**config.mk**
```make
export PLATFORM = sky130hd
export DESIGN_NAME = set_ctrl
export DESIGN_NICKNAME = d
export VERILOG_FILES = /design/src/rtl/set_ctrl.sv
export SDC_FILE = /design/constraint.sdc
export NUM_CORES = 1
export LEC_CHECK = 0
export ABC_AREA = 1
export CAP_MARGIN = 20
export CORE_UTILIZATION = 45
export CTS_CLUSTER_DIAMETER = 200
export DETAILED_ROUTE_END_ITERATION = 10
export SYNTH_ARGS = -nofsm -noshare
export SYNTH_HDL_FRONTEND = slang
export SYNTH_SLANG_ARGS = --single-unit
```
**constraint.sdc**
```tcl
create_clock -name i_clk -period 5.66 [get_ports i_clk]
set_clock_uncertainty 0.1 [all_clocks]
set_input_delay 0.849 -clock i_clk [delete_from_list [all_inputs] [get_ports i_clk]]
set_output_delay 0.849 -clock i_clk [all_outputs]
set_load 0.1 [all_outputs]
```
**src/rtl/set_ctrl.sv**
```systemverilog
`default_nettype none
// =============================================================================
// set_ctrl : clock time-set controller (debounced mode/adjust buttons,
//            auto-repeat, blink mask and idle timeout)
// Revision : 1.0
// =============================================================================
module set_ctrl #(
    parameter int DEB_TICKS     = 4,
    parameter int REPEAT_TICKS  = 8,
    parameter int BLINK_TICKS   = 16,
    parameter int TIMEOUT_TICKS = 64
) (
    input  logic       i_clk,
    input  logic       i_rst_n,
    input  logic       i_tick,
    input  logic       i_btn_mode,
    input  logic       i_btn_adj,
    output logic       o_run_en,
    output logic       o_inc_hr,
    output logic       o_inc_min,
    output logic       o_clr_sec,
    output logic [1:0] o_blank,
    output logic [1:0] o_mode
);

    typedef enum logic [1:0] {
        ST_RUN     = 2'd0,
        ST_SET_HR  = 2'd1,
        ST_SET_MIN = 2'd2,
        ST_BAD     = 2'd3
    } state_t;

    localparam int c_DW = $clog2(DEB_TICKS + 1);
    localparam int c_RW = $clog2(REPEAT_TICKS + 1);
    localparam int c_BW = $clog2(BLINK_TICKS + 1);
    localparam int c_TW = $clog2(TIMEOUT_TICKS + 1);

    localparam logic [c_DW-1:0] c_DEB_LAST = c_DW'(DEB_TICKS - 1);
    localparam logic [c_RW-1:0] c_REP_LAST = c_RW'(REPEAT_TICKS - 1);
    localparam logic [c_BW-1:0] c_BLK_LAST = c_BW'(BLINK_TICKS - 1);
    localparam logic [c_TW-1:0] c_TMO_LAST = c_TW'(TIMEOUT_TICKS - 1);

    logic [1:0] w_raw;
    logic [1:0] w_press;
    logic [1:0] w_stable;

    assign w_raw = {i_btn_adj, i_btn_mode};

    // index 0 = mode button, index 1 = adjust button
    generate
        for (genvar g = 0; g < 2; g++) begin : g_deb
            logic            r_s1;
            logic            r_s2;
            logic            r_stable;
            logic            r_press;
            logic [c_DW-1:0] r_cnt;

            always_ff @(posedge i_clk or negedge i_rst_n) begin
                if (!i_rst_n) begin
                    r_s1     <= 1'b0;
                    r_s2     <= 1'b0;
                    r_stable <= 1'b0;
                    r_press  <= 1'b0;
                    r_cnt    <= '0;
                end else begin
                    r_s1    <= w_raw[g];
                    r_s2    <= r_s1;
                    r_press <= 1'b0;
                    if (i_tick) begin
                        if (r_s2 == r_stable) begin
                            r_cnt <= '0;
                        end else if (r_cnt == c_DEB_LAST) begin
                            r_stable <= r_s2;
                            r_cnt    <= '0;
                            r_press  <= r_s2;
                        end else begin
                            r_cnt <= r_cnt + 1'b1;
                        end
                    end
                end
            end

            assign w_press[g]  = r_press;
            assign w_stable[g] = r_stable;
        end
    endgenerate

    state_t          r_state;
    state_t          w_next;
    logic [c_RW-1:0] r_rep_cnt;
    logic [c_TW-1:0] r_tmo_cnt;
    logic [c_BW-1:0] r_blk_cnt;
    logic            r_phase;
    logic            r_inc_hr;
    logic            r_inc_min;
    logic            r_clr_sec;

    logic w_mode_p;
    logic w_adj_p;
    logic w_adj_hi;
    logic w_in_set;
    logic w_tmo_fire;
    logic w_rep_fire;
    logic w_state_chg;
    logic w_inc_hr;
    logic w_inc_min;
    logic w_clr_sec;

    assign w_mode_p    = w_press[0];
    assign w_adj_p     = w_press[1];
    assign w_adj_hi    = w_stable[1];
    assign w_in_set    = (r_state == ST_SET_HR) || (r_state == ST_SET_MIN);
    assign w_tmo_fire  = w_in_set && i_tick && !(|w_press) && (r_tmo_cnt == c_TMO_LAST);
    assign w_rep_fire  = w_in_set && i_tick && w_adj_hi && !w_adj_p && (r_rep_cnt == c_REP_LAST);
    assign w_state_chg = (w_next != r_state);

    always_ff @(posedge i_clk or negedge i_rst_n) begin
        if (!i_rst_n) begin
            r_state <= ST_RUN;
        end else begin
            r_state <= w_next;
        end
    end

    // Mode press outranks timeout and increments; a simultaneous adj press is dropped.
    always_comb begin
        w_next    = r_state;
        w_inc_hr  = 1'b0;
        w_inc_min = 1'b0;
        w_clr_sec = 1'b0;
        case (r_state)
            ST_RUN: begin
                if (w_mode_p) w_next = ST_SET_HR;
            end
            ST_SET_HR: begin
                if (w_mode_p)                    w_next   = ST_SET_MIN;
                else if (w_tmo_fire)             w_next   = ST_RUN;
                else if (w_adj_p || w_rep_fire)  w_inc_hr = 1'b1;
            end
            ST_SET_MIN: begin
                if (w_mode_p) begin
                    w_next    = ST_RUN;
                    w_clr_sec = 1'b1;
                end else if (w_tmo_fire) begin
                    w_next = ST_RUN;
                end else if (w_adj_p || w_rep_fire) begin
                    w_inc_min = 1'b1;
                end
            end
            default: w_next = ST_RUN;
        endcase
    end

    always_ff @(posedge i_clk or negedge i_rst_n) begin
        if (!i_rst_n) begin
            r_rep_cnt <= '0;
            r_tmo_cnt <= '0;
            r_blk_cnt <= '0;
            r_phase   <= 1'b0;
        end else if (w_state_chg || !w_in_set) begin
            r_rep_cnt <= '0;
            r_tmo_cnt <= '0;
            r_blk_cnt <= '0;
            r_phase   <= 1'b0;
        end else begin
            if (w_adj_p || !w_adj_hi)  r_rep_cnt <= '0;
            else if (i_tick)           r_rep_cnt <= w_rep_fire ? '0 : r_rep_cnt + 1'b1;

            if (|w_press)              r_tmo_cnt <= '0;
            else if (i_tick)           r_tmo_cnt <= r_tmo_cnt + 1'b1;

            if (i_tick) begin
                if (r_blk_cnt == c_BLK_LAST) begin
                    r_blk_cnt <= '0;
                    r_phase   <= ~r_phase;
                end else begin
                    r_blk_cnt <= r_blk_cnt + 1'b1;
                end
            end
        end
    end

    always_ff @(posedge i_clk or negedge i_rst_n) begin
        if (!i_rst_n) begin
            r_inc_hr  <= 1'b0;
            r_inc_min <= 1'b0;
            r_clr_sec <= 1'b0;
        end else begin
            r_inc_hr  <= w_inc_hr;
            r_inc_min <= w_inc_min;
            r_clr_sec <= w_clr_sec;
        end
    end

    assign o_run_en  = (r_state == ST_RUN);
    assign o_mode    = r_state;
    assign o_inc_hr  = r_inc_hr;
    assign o_inc_min = r_inc_min;
    assign o_clr_sec = r_clr_sec;
    assign o_blank   = w_adj_hi ? 2'b00
                     : {r_phase & (r_state == ST_SET_HR), r_phase & (r_state == ST_SET_MIN)};

endmodule
`default_nettype wire

```
==> impl_metrics.yaml, run 1 <==
detailed_routing:
  vias_per_cell: 5.05
  drtAntennaViolNets: 0
  first_pass_iters: 4
  drc: 0
  drtIter0Drc: 76
  wirelength_um: 3090
  num_vias: 1348
  wl_per_cell_um: 11.6
power_and_ir_drop:
  p_leak_nw: 0.980
  peakVddDrop_mv: 0.277
  p_per_area_nw_per_um2: 403
logic_synthesis:
  synth_xor_area_share_pct: 5.34
  synth_top_area_share_pct: 49.9
  synth-compound-area-share_pct: 7.42
  yosysTopAreaCell: "dfrtp_1"
  syn_nets: 216
  synth_common_cells: "dfrtp_1 (36), nand2_1 (31), nor2_1 (29)"
  syn_area_per_cell_um2: 8.93
  synth_fa_ha_area_share_pct: 6.24
  yosys.cell_types.count: 27
  synthesis.area_um2: 1800
  ys.flop_type: "dfrtp_1"
  synth-edff-count: 0
  synth_warnings: 0
  synth.area.top_cells: "dfrtp_1 (50%), nand2_1 (6.4%), ha_1 (6.2%)"
  async_flop_share_pct: 100
  yosysSeqAreaShare_pct: 49.9
  syn_inst: 202
  ys_seq_elements: 36
  synth-simple-area-share_pct: 24.3
  yosysMostFrequentCell: "dfrtp_1"
  synth_mux_area_share_pct: 0
  synth_top_family_by_area: "simple AND/OR/NAND/NOR gates"
worst_setup_path:
  end_kind: "output pin"
  cp_common_cell: "inv_1"
  required_ps: 4710
  slowest_stage: "clkdlybuf4s50_1"
  path_cells: "inv_1, ha_1, inv_1, nor3_1, clkdlybuf4s50_1"
  setup.worst_path.start_class: "flip-flop"
  max_stage_delay_ps: 1150
  path_class: "reg2out"
  startpoint: "o_mode[1]"
  rr_startpoint: "o_mode[1]"
  arrival_ps: 2420
  cp_max_fo: 6
sta:
  period_minus_slack_ps: 3370
  finalSetupViolCount: 0
  max_freq_mhz: 297
  slew_violations: 0
  worstMarginPinSlew_ps: 969
  tns_ps: 0
  slew_headroom_pct: 35.2
  hold_viol_final: 0
  min_period_over_period_pct: 59.5
  grt_setup_unrepaired: "no"
grt:
  antenna_found_initial: 0
  gr-usage-all-layers_pct: 17.4
  grt_first_pass_wirelength_um: 5620
  grt_max_degree: 37
  gr-total-overflow: 0
  grt_pass1_vias: 1301
cts:
  htree_num_levels: 2
  clk_pin_slew_ps: 60
  postCtsSetupRepairBufs: 0
  numCtsBuffers: 5
  cts.repair.resized: 0
  clock_latency_ps: 280
  cts_root_buffer: "clkbuf_8"
  cts_tree: "yes"
  cts_hold_buf: 0
  cts_max_path_buffers: 2
  cts_sinks: 36
floorplan:
  rows: 22
  die_w_um: 65.3
  dieArea_um2: 4270
  io-pin-count: 13
  coreArea_um2: 3740
  die_y_um: 65.3
  start_util_pct: 48.2
placed_design:
  hpwlAfterDp_um: 2240
  portBuffers: 12
  gp_congestion: 0.834
  dpl.cell_count: 259
layout:
  finalNonFillerCells: 267
  insertedDiodeCount: 0
  drive_above_1_share_pct: 5.94
  area_growth_pct: 13.9
  fill_cells: 349
  final_nets: 232
job:
  cap_violations: 0
worst_hold_path:
  hp-class: "reg2reg"
  min_from: "g_deb[1].r_s1"
status:
  status: "complete, no violations"
## worst max-delay path, delay by kind of cell, from the launching register on
family | cells | cell delay (ps)
fa+ha+maj | 1 | 160
buf+inv | 3 | 1370
flops | 1 | 440
simple gates | 1 | 160
## worst paths after layout
path / end / slack [ps] / cells past startpoint
setup / recovery: o_blank[1] / 2290 / 5
hold / removal: g_deb[1].r_s2 / 250 / 0
setup reg to reg: r_tmo_cnt[4] / 3290 / 13
hold reg to reg: g_deb[1].r_s2 / 250 / 0
max in group asynchronous: g_deb[0].r_s1 / 4260 / 2
min in group asynchronous: o_inc_hr / 890 / 2
## layout by cell type (no fill, tap or decap), types with 5 or more instances in the layout
cell and instances:
clkbuf_8 6, ha_1 9, nor3_1 6, nand4_1 6, xor2_1 6, nand3_1 18
xnor2_1 5, nor2_1 29, inv_1 23, nand2_1 31, dfrtp_1 36, o21ai_0 5
clkdlybuf4s50_1 12
## logic make-up (layout without fill, tap and decap cells)
logic type	after synthesis	in the layout
flip-flops	36	36
AO/OA/AOI/OAI	20	20
AND/OR/NAND/NOR	97	97
XOR/XNOR	11	11
adder cells (fa/ha/maj)	9	9
buffers and inverters	29	46
## layer usage
layer	global-route usage [%]	vias to the layer above	share of wire [%]
met5	0	-	0
met2	28.7	12	50
met1	22.0	647	47
met4	4.89	0	0.84
met3	5.21	2	2.5
li1	-	687	-
## report_power, final
group,internal [W],switching [W]
Clock,0.0000991,0.0000815
Sequential,0.000290,0.0000333
Combinational,0.0000945,0.000230
Total,0.000483,0.000344
## through the flow
stage	cell area, um2	util (%)	worst slack [ps]	power (W)	hold WS, ps
2_1_floorplan	1800	-	1310	0.000594	231
3_3_place_gp	1960	52.5	2620	0.000645	241
3_5_place_dp	1960	52.5	2570	0.000653	238
4_1_cts	2050	54.9	2280	0.000838	257
5_1_grt	2050	54.9	2190	0.000891	260
6_report	2050	54.9	2290	0.000828	252
## area by class of cell
class	instances	area, um2	share of cell area, %
sequential	36	901	43.8
multi-input combinational	137	782	38.1
timing repair buffer	13	128	6.21
inverter	25	93.8	4.57
clock buffer	8	90.1	4.38
tap	48	60.1	2.92
## registers in the layout (all words and copies together) (netlist names)
register / cells
o_inc_min: 1
o_clr_sec: 1
o_mode: 2
o_inc_hr: 1
r_rep_cnt: 4
r_tmo_cnt: 7
g_deb.r_stable: 2
r_blk_cnt: 5
r_phase: 1
g_deb.r_press: 2
g_deb.r_cnt: 6
g_deb.r_s2: 2
g_deb.r_s1: 2
(Power assumes the default switching activity.)
==> inputs of run 2 (changes only) <==
Settings changed: PLACE_DENSITY from default to 0.66.
Clock period 5.66 ns to 3.1 ns, I/O delays scaled along.
==> run 2 against run 1 <==
Against the previous run:
- global-route usage grew 1.2 points
- final cell count grew 0.37%
- final area grew 3.2%
- clock power grew to 3.2 times the previous value
- flip-flop and latch count is the same
- via count grew 4.0%
- core utilization grew 1.8 points
==> impl_metrics.yaml, run 2 (synthesized netlist as in run 1, its figures left out) <==
status:
  status: "complete, no violations"
cts:
  clk_pin_slew_ps: 70
  cts.repair.resized: 0
  cts_tree: "yes"
  cts_root_buffer: "clkbuf_8"
  clock_latency_ps: 290
  htree_num_levels: 2
  cts_hold_buf: 0
  postCtsSetupRepairBufs: 0
  numCtsBuffers: 5
  cts_max_path_buffers: 2
  cts_sinks: 36
worst_setup_path:
  end_kind: "flip-flop"
  crit_buf_inv: 2
  required_ps: 3210
  cp_max_fo: 19
  cpLargestDelayFamily: "simple AND/OR/NAND/NOR gates"
  max_stage_delay_ps: 440
  startpoint: "o_mode[1]"
  path_cells: "inv_1, ha_1, nand2_1, nor2_1, nand2_1, nand2_1, nand2_2, nand3_1, nand3_2, nor2_4, inv_1, nor3_1"
  rr_startpoint: "o_mode[1]"
  slowest_stage: "dfrtp_1"
  path_class: "reg2reg"
  setup.worst_path.start_class: "flip-flop"
  arrival_ps: 2500
  cp_common_cell: "nand2_1"
layout:
  layout_common_cells: "dfrtp_1 (36), nand2_1 (31), nor2_1 (29)"
  fill_cells: 344
  regMostFlops: "r_tmo_cnt"
  area_growth_pct: 17.5
  fin_util_pct: 56.7
  drive_above_1_share_pct: 11.8
  final_nets: 233
  final_cell_area_um2: 2120
  final_common_cell: "dfrtp_1"
  largest_register_ffs: 7
  reg.largest.list: "r_tmo_cnt (7), g_deb.r_cnt (6), r_blk_cnt (5)"
  insertedDiodeCount: 0
sta:
  grt_setup_unrepaired: "no"
  worst_slack_ps: 708
  slew_violations: 0
  min_period_over_period_pct: 77.1
  finalSetupViolCount: 0
  slew_headroom_pct: 55.5
  max_freq_mhz: 418
  period_minus_slack_ps: 2390
  hold_viol_final: 0
  worstMarginPinSlew_ps: 667
detailed_routing:
  wl_per_cell_um: 12.7
  drc: 0
  vias_per_cell: 5.23
  wirelength_um: 3410
  num_vias: 1402
  drtAntennaViolNets: 0
  drtIter0Drc: 33
  first_pass_iters: 4
floorplan:
  rows: 22
  dieArea_um2: 4270
  start_util_pct: 48.2
  coreArea_um2: 3740
  io-pin-count: 13
  die_y_um: 65.3
  die_w_um: 65.3
placed_design:
  gp_congestion: 0.815
  portBuffers: 12
  pre_cts_ws_ps: 673
  place_area_um2: 1960
  hpwlAfterDp_um: 2420
grt:
  grt_pass1_vias: 1365
  grt_first_pass_wirelength_um: 5860
  grt_max_degree: 37
  antenna_found_initial: 0
  gr-total-overflow: 0
  gr-usage-all-layers_pct: 18.6
worst_hold_path:
  hp-class: "reg2reg"
  min_from: "g_deb[1].r_s1"
power_and_ir_drop:
  p_leak_nw: 1.03
  peakVddDrop_mv: 0.433
  p_per_area_nw_per_um2: 830
job:
  cap_violations: 0
## run 2: cell count changes in the layout (fill, tap and decap cells not counted), sizes merged
| cell | before | now |
|---|---|---|
| buf | 1 | 10 |
| bufinv | 0 | 3 |
| clkbuf | 8 | 5 |
| clkdlybuf4s50 | 12 | 4 |
## run 2: worst paths after layout
check | end | slack [ps] | depth (start not counted)
max | r_rep_cnt[2] | 710 | 12
min | g_deb[1].r_s2 | 250 | 0
max reg2reg | r_rep_cnt[2] | 710 | 12
min reg2reg | g_deb[1].r_s2 | 250 | 0
max in group asynchronous | g_deb[1].r_cnt[0] | 2100 | 2
min in group asynchronous | g_deb[0].r_stable | 480 | 2
## run 2: report_power, final
group / total (W) / leakage (nW) / switching (W) / internal (W)
Sequential: 0.000592 / 0.488 / 0.0000643 / 0.000528
Clock: 0.000572 / 0.0784 / 0.000170 / 0.000402
Combinational: 0.000595 / 0.466 / 0.000429 / 0.000167
Total: 0.00176 / 1.03 / 0.000663 / 0.00110
## run 2: cell type report
cell class | instances | area, um2 | area share, %
Clock buffer | 5 | 68.8 | 3.24
Inverter | 25 | 93.8 | 4.42
Multi-Input combinational cell | 137 | 792 | 37.3
Clock inverter | 3 | 90.1 | 4.25
Tap cell | 48 | 60.1 | 2.83
Timing Repair Buffer | 14 | 115 | 5.43
Sequential cell | 36 | 901 | 42.5
## run 2: through the flow
step / hold WS [ps] / setup TNS, ps / power [W] / cells
2_1_floorplan: 69.4 / -10.8 / 0.00109 / 202
3_3_place_gp: 235 / 0 / 0.00117 / 260
3_5_place_dp: 237 / 0 / 0.00120 / 260
4_1_cts: 259 / 0 / 0.00177 / 268
5_1_grt: 260 / 0 / 0.00187 / 268
6_report: 252 / 0 / 0.00176 / 268
## run 2: metal layers
layer	global-route usage [%]	vias to the layer above	part of all wire [%]
li1	-	696	-
met1	19.9	674	44
met2	33.6	26	51
met3	5.21	6	3.5
met4	8.42	0	1.8
met5	0	-	0
==> inputs of run 3 (changes only) <==
Clock period 3.1 ns to 2.2 ns, I/O delays scaled along.
==> run 3 against run 2 <==
Against the previous run:
- sequential power up 45%
- register-to-register slack got worse by 690 ps
- fmax increased by 9.5%
- combinational power up 120%
- global-route usage up 0.37 points
- die area is the same
- power rose by 50%
- first-iteration DRC count grew 140%
- wire length up 11%
- non-clock buffer count is 14 higher
- largest cell class unchanged
- largest power group unchanged
==> impl_metrics.yaml, run 3 (synthesized netlist as in run 1, its figures left out) <==
sta:
  max_freq_mhz: 458
  period_minus_slack_ps: 2180
  grt_setup_unrepaired: "yes"
  slew_headroom_pct: 70.6
  tns_ps: 0
  worst_slack_ps: 16.4
  min_period_over_period_pct: 99.3
  slew_violations: 0
  hold_viol_final: 0
  worstMarginPinSlew_ps: 441
  finalSetupViolCount: 0
layout:
  insertedDiodeCount: 0
  area_growth_pct: 28.8
  fill_cells: 309
  layout_common_cells: "dfrtp_1 (34), nor2_1 (26), nand2_1 (24)"
  reg.largest.list: "r_tmo_cnt (7), g_deb.r_cnt (6), r_blk_cnt (5)"
  drive_above_1_share_pct: 24.5
  final_nets: 247
  largest_register_ffs: 7
  regMostFlops: "r_tmo_cnt"
  final_common_cell: "dfrtp_1"
detailed_routing:
  vias_per_cell: 5.29
  wl_per_cell_um: 13.5
  drc: 0
  drtIter0Drc: 79
  num_vias: 1487
  drtAntennaViolNets: 0
  wirelength_um: 3780
  first_pass_iters: 4
grt:
  grt_max_degree: 37
  antenna_found_initial: 0
  grt_pass1_vias: 1417
  grt_first_pass_wirelength_um: 6090
  gr-total-overflow: 0
  gr-usage-all-layers_pct: 19.0
cts:
  numCtsBuffers: 5
  clk_pin_slew_ps: 70
  cts_sinks: 36
  clock_latency_ps: 290
  cts_root_buffer: "clkbuf_8"
  cts_tree: "yes"
  cts_max_path_buffers: 2
  htree_num_levels: 2
power_and_ir_drop:
  p_comb_share_pct: 48.5
  p_leak_nw: 1.11
  peakVddDrop_mv: 0.578
  seqPwrFrac_pct: 32.6
  p_switching_w: 0.00107
  swShare_pct: 40.7
  power_frac_clock_pct: 18.9
  p_int_w: 0.00156
  p_per_area_nw_per_um2: 1140
worst_setup_path:
  cpLargestDelayFamily: "simple AND/OR/NAND/NOR gates"
  end_kind: "flip-flop"
  crit_buf_inv: 2
  required_ps: 2330
  max_stage_delay_ps: 530
  path_class: "reg2reg"
  setup.worst_path.start_class: "flip-flop"
  arrival_ps: 2320
  slowest_stage: "dfrtp_4"
  path_cells: "inv_4, ha_4, nand2_4, nor2_4, nand2_2, nand2_2, nand2_4, nand2_2, nand2_2, nand3_2, nor2_4, clkbuf_16, o211ai_1, nand2_1"
  cp_common_cell: "nand2_2"
  cp_max_fo: 7
  reg2reg_slack_ps: 20
floorplan:
  coreArea_um2: 3740
  start_util_pct: 48.2
  io-pin-count: 13
  die_w_um: 65.3
  rows: 22
  dieArea_um2: 4270
  die_y_um: 65.3
placed_design:
  gp_congestion: 0.843
  portBuffers: 12
  hpwlAfterDp_um: 2500
  pre_cts_ws_ps: 55.9
worst_hold_path:
  hp-class: "reg2reg"
job:
  cap_violations: 0
status:
  status: "complete, no violations"
[run 3: final cells by class]
cell class / count / area [um2] / area share, %
multi-input cells: 137 / 872 / 37.5
flip-flops and latches: 36 / 908 / 39.1
well taps: 48 / 60.1 / 2.58
inverters: 25 / 98.8 / 4.25
clock buffers: 7 / 96.3 / 4.15
repair buffers: 28 / 288 / 12.4
[run 3: per-stage QoR]
stage / instance area (um2) / power (W) / utilization [%] / cells / hold slack, ps
floorplan: 1850 / 0.00160 / - / 202 / -65.6
global placement: 2080 / 0.00183 / 55.5 / 264 / 237
detailed placement: 2080 / 0.00187 / 55.5 / 264 / 243
CTS: 2170 / 0.00238 / 58.1 / 271 / 257
global route: 2320 / 0.00279 / 62.1 / 281 / 259
finish: 2320 / 0.00264 / 62.1 / 281 / 253
[run 3: per-layer routing]
metal  global-route usage, %  vias up  share of wire (%)
li1                        -      723                  -
met1                    22.7      731                 43
met2                    32.1       23                 51
met4                    7.34        0                2.3
met5                       0        -                  0
met3                    5.38       10                3.6
[run 3: final timing paths]
check / startpoint / to / cells past startpoint
max reg2reg: o_mode[0] / r_phase / 14
max: o_mode[0] / r_phase / 14
min reg2reg: g_deb[1].r_s1 / g_deb[1].r_s2 / 0
min: g_deb[1].r_s1 / g_deb[1].r_s2 / 0
min in group asynchronous: i_rst_n / o_mode[0] / 2
max in group asynchronous: i_rst_n / o_mode[1] / 2
[run 3: power by group through the flow]
stage               logic, W  registers (W)  clock network (W)
finish               0.00128       0.000860           0.000499
global route         0.00138       0.000872           0.000540
CTS                  0.00101       0.000857           0.000515
detailed placement  0.000999       0.000869                  0
global placement    0.000973       0.000861                  0
floorplan           0.000649       0.000949                  0
[run 3: timing repair]
item,4_1_cts,5_1_grt
setup buffers,0,9
endpoints found under the setup margin,0,15
gates resized for setup,0,18
hold buffers,0,0
